$ cat src/rtl/fir_pkg.sv
// Shared state encoding and default widths for the FIR sequencer and its MAC.
package fir_pkg;

    localparam int RAM_LAT            = 1;
    localparam int DEF_DATA_WIDTH     = 32;
    localparam int DEF_TAP_NUM_WIDTH  = 10;
    localparam int DEF_DATA_NUM_WIDTH = 10;
    localparam int DEF_LEN_WIDTH      = 32;

    typedef enum logic [2:0] {
        S_IDLE,
        S_CLEAR,
        S_WAIT_IN,
        S_WRITE,
        S_MAC,
        S_DRAIN,
        S_OUT,
        S_DONE
    } fir_sched_state_e;

endpackage

$ cat src/rtl/fir_mac.sv
// Signed multiply-accumulate with synchronous clear; keeps the low W bits and
// wraps in two's complement, never saturates.
module fir_mac
    import fir_pkg::*;
#(
    parameter int W = DEF_DATA_WIDTH
) (
    input  logic         clk,
    input  logic         rst,
    input  logic         clr,
    input  logic         en,
    input  logic [W-1:0] coef,
    input  logic [W-1:0] sample,
    output logic [W-1:0] acc
);

    logic [W-1:0]        acc_q;
    logic [W-1:0]        acc_d;
    logic signed [W-1:0] prod;

    always_comb begin
        prod  = $signed(coef) * $signed(sample);
        acc_d = acc_q;
        if (clr) begin
            acc_d = '0;
        end else if (en) begin
            acc_d = acc_q + prod;
        end
    end

    always_ff @(posedge clk) begin
        if (rst) begin
            acc_q <= '0;
        end else begin
            acc_q <= acc_d;
        end
    end

    assign acc = acc_q;

endmodule

$ cat src/rtl/fir_sched.sv
// FIR sequencer: circular sample buffer in data RAM, tap x data walk through fir_mac,
// one result per sample. Define FIR_SCHED_ZERO_INIT_EN to zero the buffer after start.
module fir_sched
    import fir_pkg::*;
#(
    parameter int pDATA_WIDTH    = DEF_DATA_WIDTH,
    parameter int TAP_NUM_WIDTH  = DEF_TAP_NUM_WIDTH,
    parameter int DATA_NUM_WIDTH = DEF_DATA_NUM_WIDTH,
    parameter int LEN_WIDTH      = DEF_LEN_WIDTH
) (
    input  logic                      aclk,
    input  logic                      areset,
    input  logic                      in_cfg_start,
    input  logic [TAP_NUM_WIDTH:0]    in_cfg_tap_num,
    input  logic [LEN_WIDTH-1:0]      in_cfg_data_len,
    input  logic                      in_cfg_done_clr,
    output logic                      out_sts_busy,
    output logic                      out_sts_done,
    output logic                      out_sts_idle,
    input  logic                      in_ss_tvalid,
    input  logic [pDATA_WIDTH-1:0]    in_ss_tdata,
    input  logic                      in_ss_tlast,
    output logic                      out_ss_tready,
    output logic                      out_sm_tvalid,
    output logic [pDATA_WIDTH-1:0]    out_sm_tdata,
    output logic                      out_sm_tlast,
    input  logic                      in_sm_tready,
    output logic                      out_tap_EN,
    output logic [TAP_NUM_WIDTH-1:0]  out_tap_A,
    input  logic [pDATA_WIDTH-1:0]    in_tap_Do,
    output logic                      out_data_EN,
    output logic                      out_data_WE,
    output logic [DATA_NUM_WIDTH-1:0] out_data_A,
    output logic [pDATA_WIDTH-1:0]    out_data_Di,
    input  logic [pDATA_WIDTH-1:0]    in_data_Do
);

    fir_sched_state_e            state_q, state_d;
    logic [TAP_NUM_WIDTH:0]      tap_num_q, tap_num_d;
    logic [LEN_WIDTH-1:0]        len_q, len_d;
    logic [LEN_WIDTH-1:0]        cnt_q, cnt_d;
    logic [TAP_NUM_WIDTH:0]      k_q, k_d;
    logic [DATA_NUM_WIDTH-1:0]   wr_ptr_q, wr_ptr_d;
    logic [DATA_NUM_WIDTH-1:0]   rd_ptr_q, rd_ptr_d;
    logic [pDATA_WIDTH-1:0]      sample_q, sample_d;
    logic                        last_q, last_d;
    logic                        done_q, done_d;
    logic                        mac_en_q, mac_en_d;
    logic                        mac_clr;
    logic [pDATA_WIDTH-1:0]      acc;

    logic [TAP_NUM_WIDTH:0]      tap_num_m1;
    logic [DATA_NUM_WIDTH-1:0]   last_slot;
    logic                        k_at_end;
    logic                        start_ok;

`ifndef FIR_SCHED_ZERO_INIT_EN
    localparam int CMP_W = (LEN_WIDTH > TAP_NUM_WIDTH + 1) ? LEN_WIDTH : TAP_NUM_WIDTH + 1;
`endif

    assign tap_num_m1 = tap_num_q - (TAP_NUM_WIDTH + 1)'(1);
    assign last_slot  = DATA_NUM_WIDTH'(tap_num_m1);
    assign k_at_end   = (k_q == tap_num_m1);
    assign start_ok   = in_cfg_start && (in_cfg_tap_num != '0) && (in_cfg_data_len != '0)
                        && ((state_q == S_IDLE) || (state_q == S_DONE));

    assign out_sts_busy = (state_q != S_IDLE) && (state_q != S_DONE);
    assign out_sts_idle = !out_sts_busy;
    assign out_sts_done = done_q;

    fir_mac #(
        .W(pDATA_WIDTH)
    ) u_mac (
        .clk    (aclk),
        .rst    (areset),
        .clr    (mac_clr),
        .en     (mac_en_q),
        .coef   (in_tap_Do),
        .sample (in_data_Do),
        .acc    (acc)
    );

    always_comb begin
        state_d       = state_q;
        tap_num_d     = tap_num_q;
        len_d         = len_q;
        cnt_d         = cnt_q;
        k_d           = k_q;
        wr_ptr_d      = wr_ptr_q;
        rd_ptr_d      = rd_ptr_q;
        sample_d      = sample_q;
        last_d        = last_q;
        done_d        = in_cfg_done_clr ? 1'b0 : done_q;
        mac_en_d      = 1'b0;
        mac_clr       = 1'b0;
        out_ss_tready = 1'b0;
        out_sm_tvalid = 1'b0;
        out_sm_tdata  = '0;
        out_sm_tlast  = 1'b0;
        out_tap_EN    = 1'b0;
        out_tap_A     = '0;
        out_data_EN   = 1'b0;
        out_data_WE   = 1'b0;
        out_data_A    = '0;
        out_data_Di   = '0;

        case (state_q)
            S_IDLE: begin
                state_d = S_IDLE;
            end
            S_DONE: begin
                state_d = S_IDLE;
            end
`ifdef FIR_SCHED_ZERO_INIT_EN
            S_CLEAR: begin
                out_data_EN = 1'b1;
                out_data_WE = 1'b1;
                out_data_A  = DATA_NUM_WIDTH'(k_q);
                k_d         = k_q + (TAP_NUM_WIDTH + 1)'(1);
                if (k_at_end) begin
                    k_d     = '0;
                    state_d = S_WAIT_IN;
                end
            end
`endif
            S_WAIT_IN: begin
                out_ss_tready = 1'b1;
                if (in_ss_tvalid) begin
                    sample_d = in_ss_tdata;
                    cnt_d    = cnt_q + LEN_WIDTH'(1);
                    last_d   = in_ss_tlast || ((cnt_q + LEN_WIDTH'(1)) == len_q);
                    state_d  = S_WRITE;
                end
            end
            S_WRITE: begin
                out_data_EN = 1'b1;
                out_data_WE = 1'b1;
                out_data_A  = wr_ptr_q;
                out_data_Di = sample_q;
                mac_clr     = 1'b1;
                k_d         = '0;
                rd_ptr_d    = wr_ptr_q;
                state_d     = S_MAC;
            end
            S_MAC: begin
                out_tap_EN  = 1'b1;
                out_tap_A   = k_q[TAP_NUM_WIDTH-1:0];
                out_data_EN = 1'b1;
                out_data_A  = rd_ptr_q;
`ifdef FIR_SCHED_ZERO_INIT_EN
                mac_en_d    = 1'b1;
`else
                // Only slots already holding a real sample of this job contribute.
                mac_en_d    = (CMP_W'(k_q) < CMP_W'(cnt_q));
`endif
                k_d         = k_q + (TAP_NUM_WIDTH + 1)'(1);
                rd_ptr_d    = (rd_ptr_q == '0) ? last_slot : rd_ptr_q - DATA_NUM_WIDTH'(1);
                if (k_at_end) begin
                    state_d = S_DRAIN;
                end
            end
            S_DRAIN: begin
                wr_ptr_d = (wr_ptr_q == last_slot) ? '0 : wr_ptr_q + DATA_NUM_WIDTH'(1);
                state_d  = S_OUT;
            end
            S_OUT: begin
                out_sm_tvalid = 1'b1;
                out_sm_tdata  = acc;
                out_sm_tlast  = last_q;
                if (in_sm_tready) begin
                    if (last_q) begin
                        done_d  = 1'b1;
                        state_d = S_DONE;
                    end else begin
                        state_d = S_WAIT_IN;
                    end
                end
            end
            default: begin
                state_d = S_IDLE;
            end
        endcase

        // A new job starts from an empty buffer at slot 0 and clears the old done.
        if (start_ok) begin
            tap_num_d = in_cfg_tap_num;
            len_d     = in_cfg_data_len;
            cnt_d     = '0;
            k_d       = '0;
            wr_ptr_d  = '0;
            rd_ptr_d  = '0;
            last_d    = 1'b0;
            done_d    = 1'b0;
`ifdef FIR_SCHED_ZERO_INIT_EN
            state_d   = S_CLEAR;
`else
            state_d   = S_WAIT_IN;
`endif
        end
    end

    always_ff @(posedge aclk) begin
        if (areset) begin
            state_q   <= S_IDLE;
            tap_num_q <= '0;
            len_q     <= '0;
            cnt_q     <= '0;
            k_q       <= '0;
            wr_ptr_q  <= '0;
            rd_ptr_q  <= '0;
            sample_q  <= '0;
            last_q    <= 1'b0;
            done_q    <= 1'b0;
            mac_en_q  <= 1'b0;
        end else begin
            state_q   <= state_d;
            tap_num_q <= tap_num_d;
            len_q     <= len_d;
            cnt_q     <= cnt_d;
            k_q       <= k_d;
            wr_ptr_q  <= wr_ptr_d;
            rd_ptr_q  <= rd_ptr_d;
            sample_q  <= sample_d;
            last_q    <= last_d;
            done_q    <= done_d;
            mac_en_q  <= mac_en_d;
        end
    end

endmodule

$ cat config.mk
export PLATFORM = sky130hd
export DESIGN_NAME = fir_sched
export DESIGN_NICKNAME = d
export VERILOG_FILES = /design/src/rtl/fir_pkg.sv /design/src/rtl/fir_mac.sv /design/src/rtl/fir_sched.sv
export SDC_FILE = /design/constraint.sdc
export NUM_CORES = 2
export LEC_CHECK = 0
export ABC_AREA = 0
export CAP_MARGIN = 20
export CORE_MARGIN = 2
export CORE_UTILIZATION = 55
export DETAILED_ROUTE_END_ITERATION = 8
export PLACE_DENSITY = 0.77
export SYNTH_ARGS = -nofsm -noshare
export SYNTH_HDL_FRONTEND = slang
export SYNTH_SLANG_ARGS = --single-unit
$ cat constraint.sdc
create_clock -name aclk -period 10.2 [get_ports aclk]
set_input_delay 2.04 -clock aclk [delete_from_list [all_inputs] [get_ports aclk]]
set_output_delay 2.04 -clock aclk [all_outputs]
set_load 0.01 [all_outputs]
==> results.cfg <==
[hold_path]
min_from = sample_q[6]
holdPathEnd = sample_q[6]
hold_depth = 2
hp-class = reg2reg

[clock_tree]
clk_latency_ns = 0.46
clkTransAtPathRegs_ns = 0.08
cts_hold_buf = 0
ctsLongestPathBuffers = 2
htree_levels = 4
cts_setup_buffers = 0
numCtsBuffers = 17
cts_resized = 0
cts_tree = built
clock_sinks = 176
root_buffer = clkbuf_16

[synth]
ys_async_sr_fraction_pct = 0
synth-adder-area-share_pct = 41.1
synth-xor-area-share_pct = 6.65
muxShareOfSynthArea_pct = 2.82
yosysSeqAreaShare_pct = 13.4
synth.cell_area_sq_mm = 0.0264
postSynthCellCount = 3080
synth_nets = 3830
yosys.area_share.simple_pct = 20.6
synth_top_family_by_area = adder cells
synth-compound-area-share_pct = 5.19
synthDistinctLibCells = 68
ys.flop_type = dfxtp_1
synth_edf_count = 0
avgSynthCellArea_sq_um = 8.56
ys_seq_elements = 176
yosysWarnings = 0

[die]
initial_core_util_pct = 55.5
die_x_microns = 223
core_area_sq_mm = 0.0475
rows = 80
die_h_microns = 223
pin_count = 239
dieArea_sq_mm = 0.0497

[critical_path]
crit_top_cell = fa_1
worstSetupStartpointType = input port
reg2regPathDepth = 23
worstPathMaxFanout = 13
r2r_setup_slack_ns = 3.31
cp.arrival_ns = 9.65
max_stage_delay_ns = 0.86
rr_endpoint = u_mac.acc[30]
end_kind = register
critical_path.slowest_cell = clkdlybuf4s50_1
reg2reg_from = u_mac.acc[9]
crit_required_ns = 10.50
criticalPathCategory = in2reg

[finish]
fill_cells = 4056
layout_common_cells = inv_1 (552), fa_1 (438), nand2_1 (374), and2_1 (330), clkdlybuf4s50_1 (237)
antenna_cells_inserted = 0
drive_above_1_share_pct = 3.03
final_cells = 3853
syn2layout_area_growth_pct = 13.6
finalInstanceArea_sq_mm = 0.0300
layout.nets = 3975
layout_commonest_cell = inv_1

[route]
wire_per_inst_microns = 19.2
detail-route-antenna-nets = 0
drcViolationCount = 0
first_pass_iters = 6
vias = 21317
via_per_inst = 5.53
drt_wl_total_microns = 73900
drtIter0Drc = 1732

[placement]
placed_cell_area_sq_mm = 0.0293
pre_cts_ws_ns = 0.437
portBuffers = 238
hpwlAfterDp_microns = 61200
dpl.cell_count = 3821
place.gp.congestion = 0.957

[grt]
grt_overflow = 0
antenna_found_initial = 9
grt_usage_pct = 30.9
grt_max_degree = 80
grt_pass1_wl_microns = 121000
grt_pass1_vias = 22820

[timing]
period_share_pct = 91.7
fin_tns_setup_ns = 0
fmax_mhz = 107
hold_viol = 0
skew_ns = 0.0151
relSlewSlack_pct = 26.2
period_needed_ns = 9.35
setup_violations = 0
fin_ws_ns = 0.849
rsz0062_at_grt = false
worst_slew_pin_slew_ns = 1.11
drv_slew = 0

[status]
status = finished, final reports clean

[job]
cap_violations = 0
==> area by class of cell <==
cell class	count	area, sq um	share of cell area (%)
well taps	615	769	2.57
inverters	554	2080	6.94
clock buffers	17	425	1.42
clock inverters	15	201	0.673
multi-input cells	2188	20200	67.4
repair buffers	288	2770	9.26
flip-flops and latches	176	3520	11.8
==> layer usage <==
metal | vias up | GRT usage (%) | wire (microns)
met1 | 10555 | 39.6 | 29400
li1 | 9705 | - | -
met2 | 865 | 52.2 | 35900
met3 | 174 | 6.35 | 6040
met4 | 18 | 10.6 | 2530
met5 | - | 0 | 118
==> worst max-delay path, delay by kind of cell <==
| family | cells | cell delay, ns |
|---|---|---|
| adders and majority gates | 9 | 3.78 |
| muxes | 1 | 0.22 |
| and+or+nand+nor | 2 | 0.96 |
| buffers and inverters | 6 | 1.22 |
| AOI/OAI and AO/OA | 7 | 1.43 |
==> stage by stage <==
| step | utilization (%) | hold WS, ns |
|---|---|---|
| 5_1_grt | 63.0 | 0.474 |
| 3_3_place_gp | 61.6 | 0.438 |
| 4_1_cts | 63.0 | 0.456 |
| 2_1_floorplan | - | 0.432 |
| 3_5_place_dp | 61.7 | 0.446 |
| 6_report | 63.0 | 0.452 |
==> worst max-delay path by stage <==
stage / from / end / cells after the start
floorplan: in_tap_Do[12] / u_mac.acc[30] / 25
global placement: in_data_Do[1] / u_mac.acc[30] / 24
detailed placement: in_tap_Do[8] / u_mac.acc[30] / 25
CTS: in_tap_Do[8] / u_mac.acc[30] / 25
global route: in_tap_Do[8] / u_mac.acc[30] / 25
finish: in_tap_Do[8] / u_mac.acc[30] / 25
==> synthesized netlist by cell type (all sizes together) (5+ instances only) <==
| cell | count | share of area [%] |
|---|---|---|
| o21ai | 41 | 0.79 |
| xor2 | 61 | 2.0 |
| nand2b | 6 | 0.14 |
| mux2i | 71 | 2.7 |
| clkbuf | 141 | 2.0 |
| nand2 | 374 | 5.3 |
| nand3 | 39 | 0.74 |
| nor3 | 54 | 1.0 |
| o211ai | 5 | 0.14 |
| fa | 438 | 33 |
| buf | 21 | 0.33 |
| a31oi | 6 | 0.14 |
| nor2 | 169 | 2.4 |
| o31ai | 5 | 0.14 |
| ha | 166 | 7.9 |
| nor2b | 9 | 0.21 |
| a22oi | 6 | 0.17 |
| and2 | 331 | 7.9 |
| a211oi | 14 | 0.42 |
| and3 | 45 | 1.1 |
| inv | 553 | 7.9 |
| xnor2 | 134 | 4.5 |
| a21oi | 78 | 1.5 |
| nand4 | 15 | 0.38 |
| nor4 | 23 | 0.63 |
| or3 | 14 | 0.33 |
| a311oi | 6 | 0.20 |
| a21o | 19 | 0.54 |
| dfxtp | 176 | 13 |
==> flip-flops by register name (all words and copies together) (netlist names) <==
| register | count |
|---|---|
| out_sts_done | 1 |
| rd_ptr_q | 10 |
| last_q | 1 |
| state_q | 3 |
| len_q | 32 |
| sample_q | 32 |
| tap_num_q | 11 |
| wr_ptr_q | 10 |
| cnt_q | 32 |
| u_mac.acc | 32 |
| k_q | 11 |
| mac_en_q | 1 |
==> cell families (layout without fill, tap and decap cells) <==
| group | Yosys count | after routing |
|---|---|---|
| compound gates | 216 | 216 |
| buf+inv | 716 | 874 |
| mux | 74 | 74 |
| fa+ha+maj | 604 | 604 |
| flops | 176 | 176 |
| xor+xnor | 197 | 197 |
| simple gates | 1097 | 1097 |
Power is left out: the tool's default activity adds up to more than one toggle a clock period on the data nets, which glitch-free logic cannot reach.
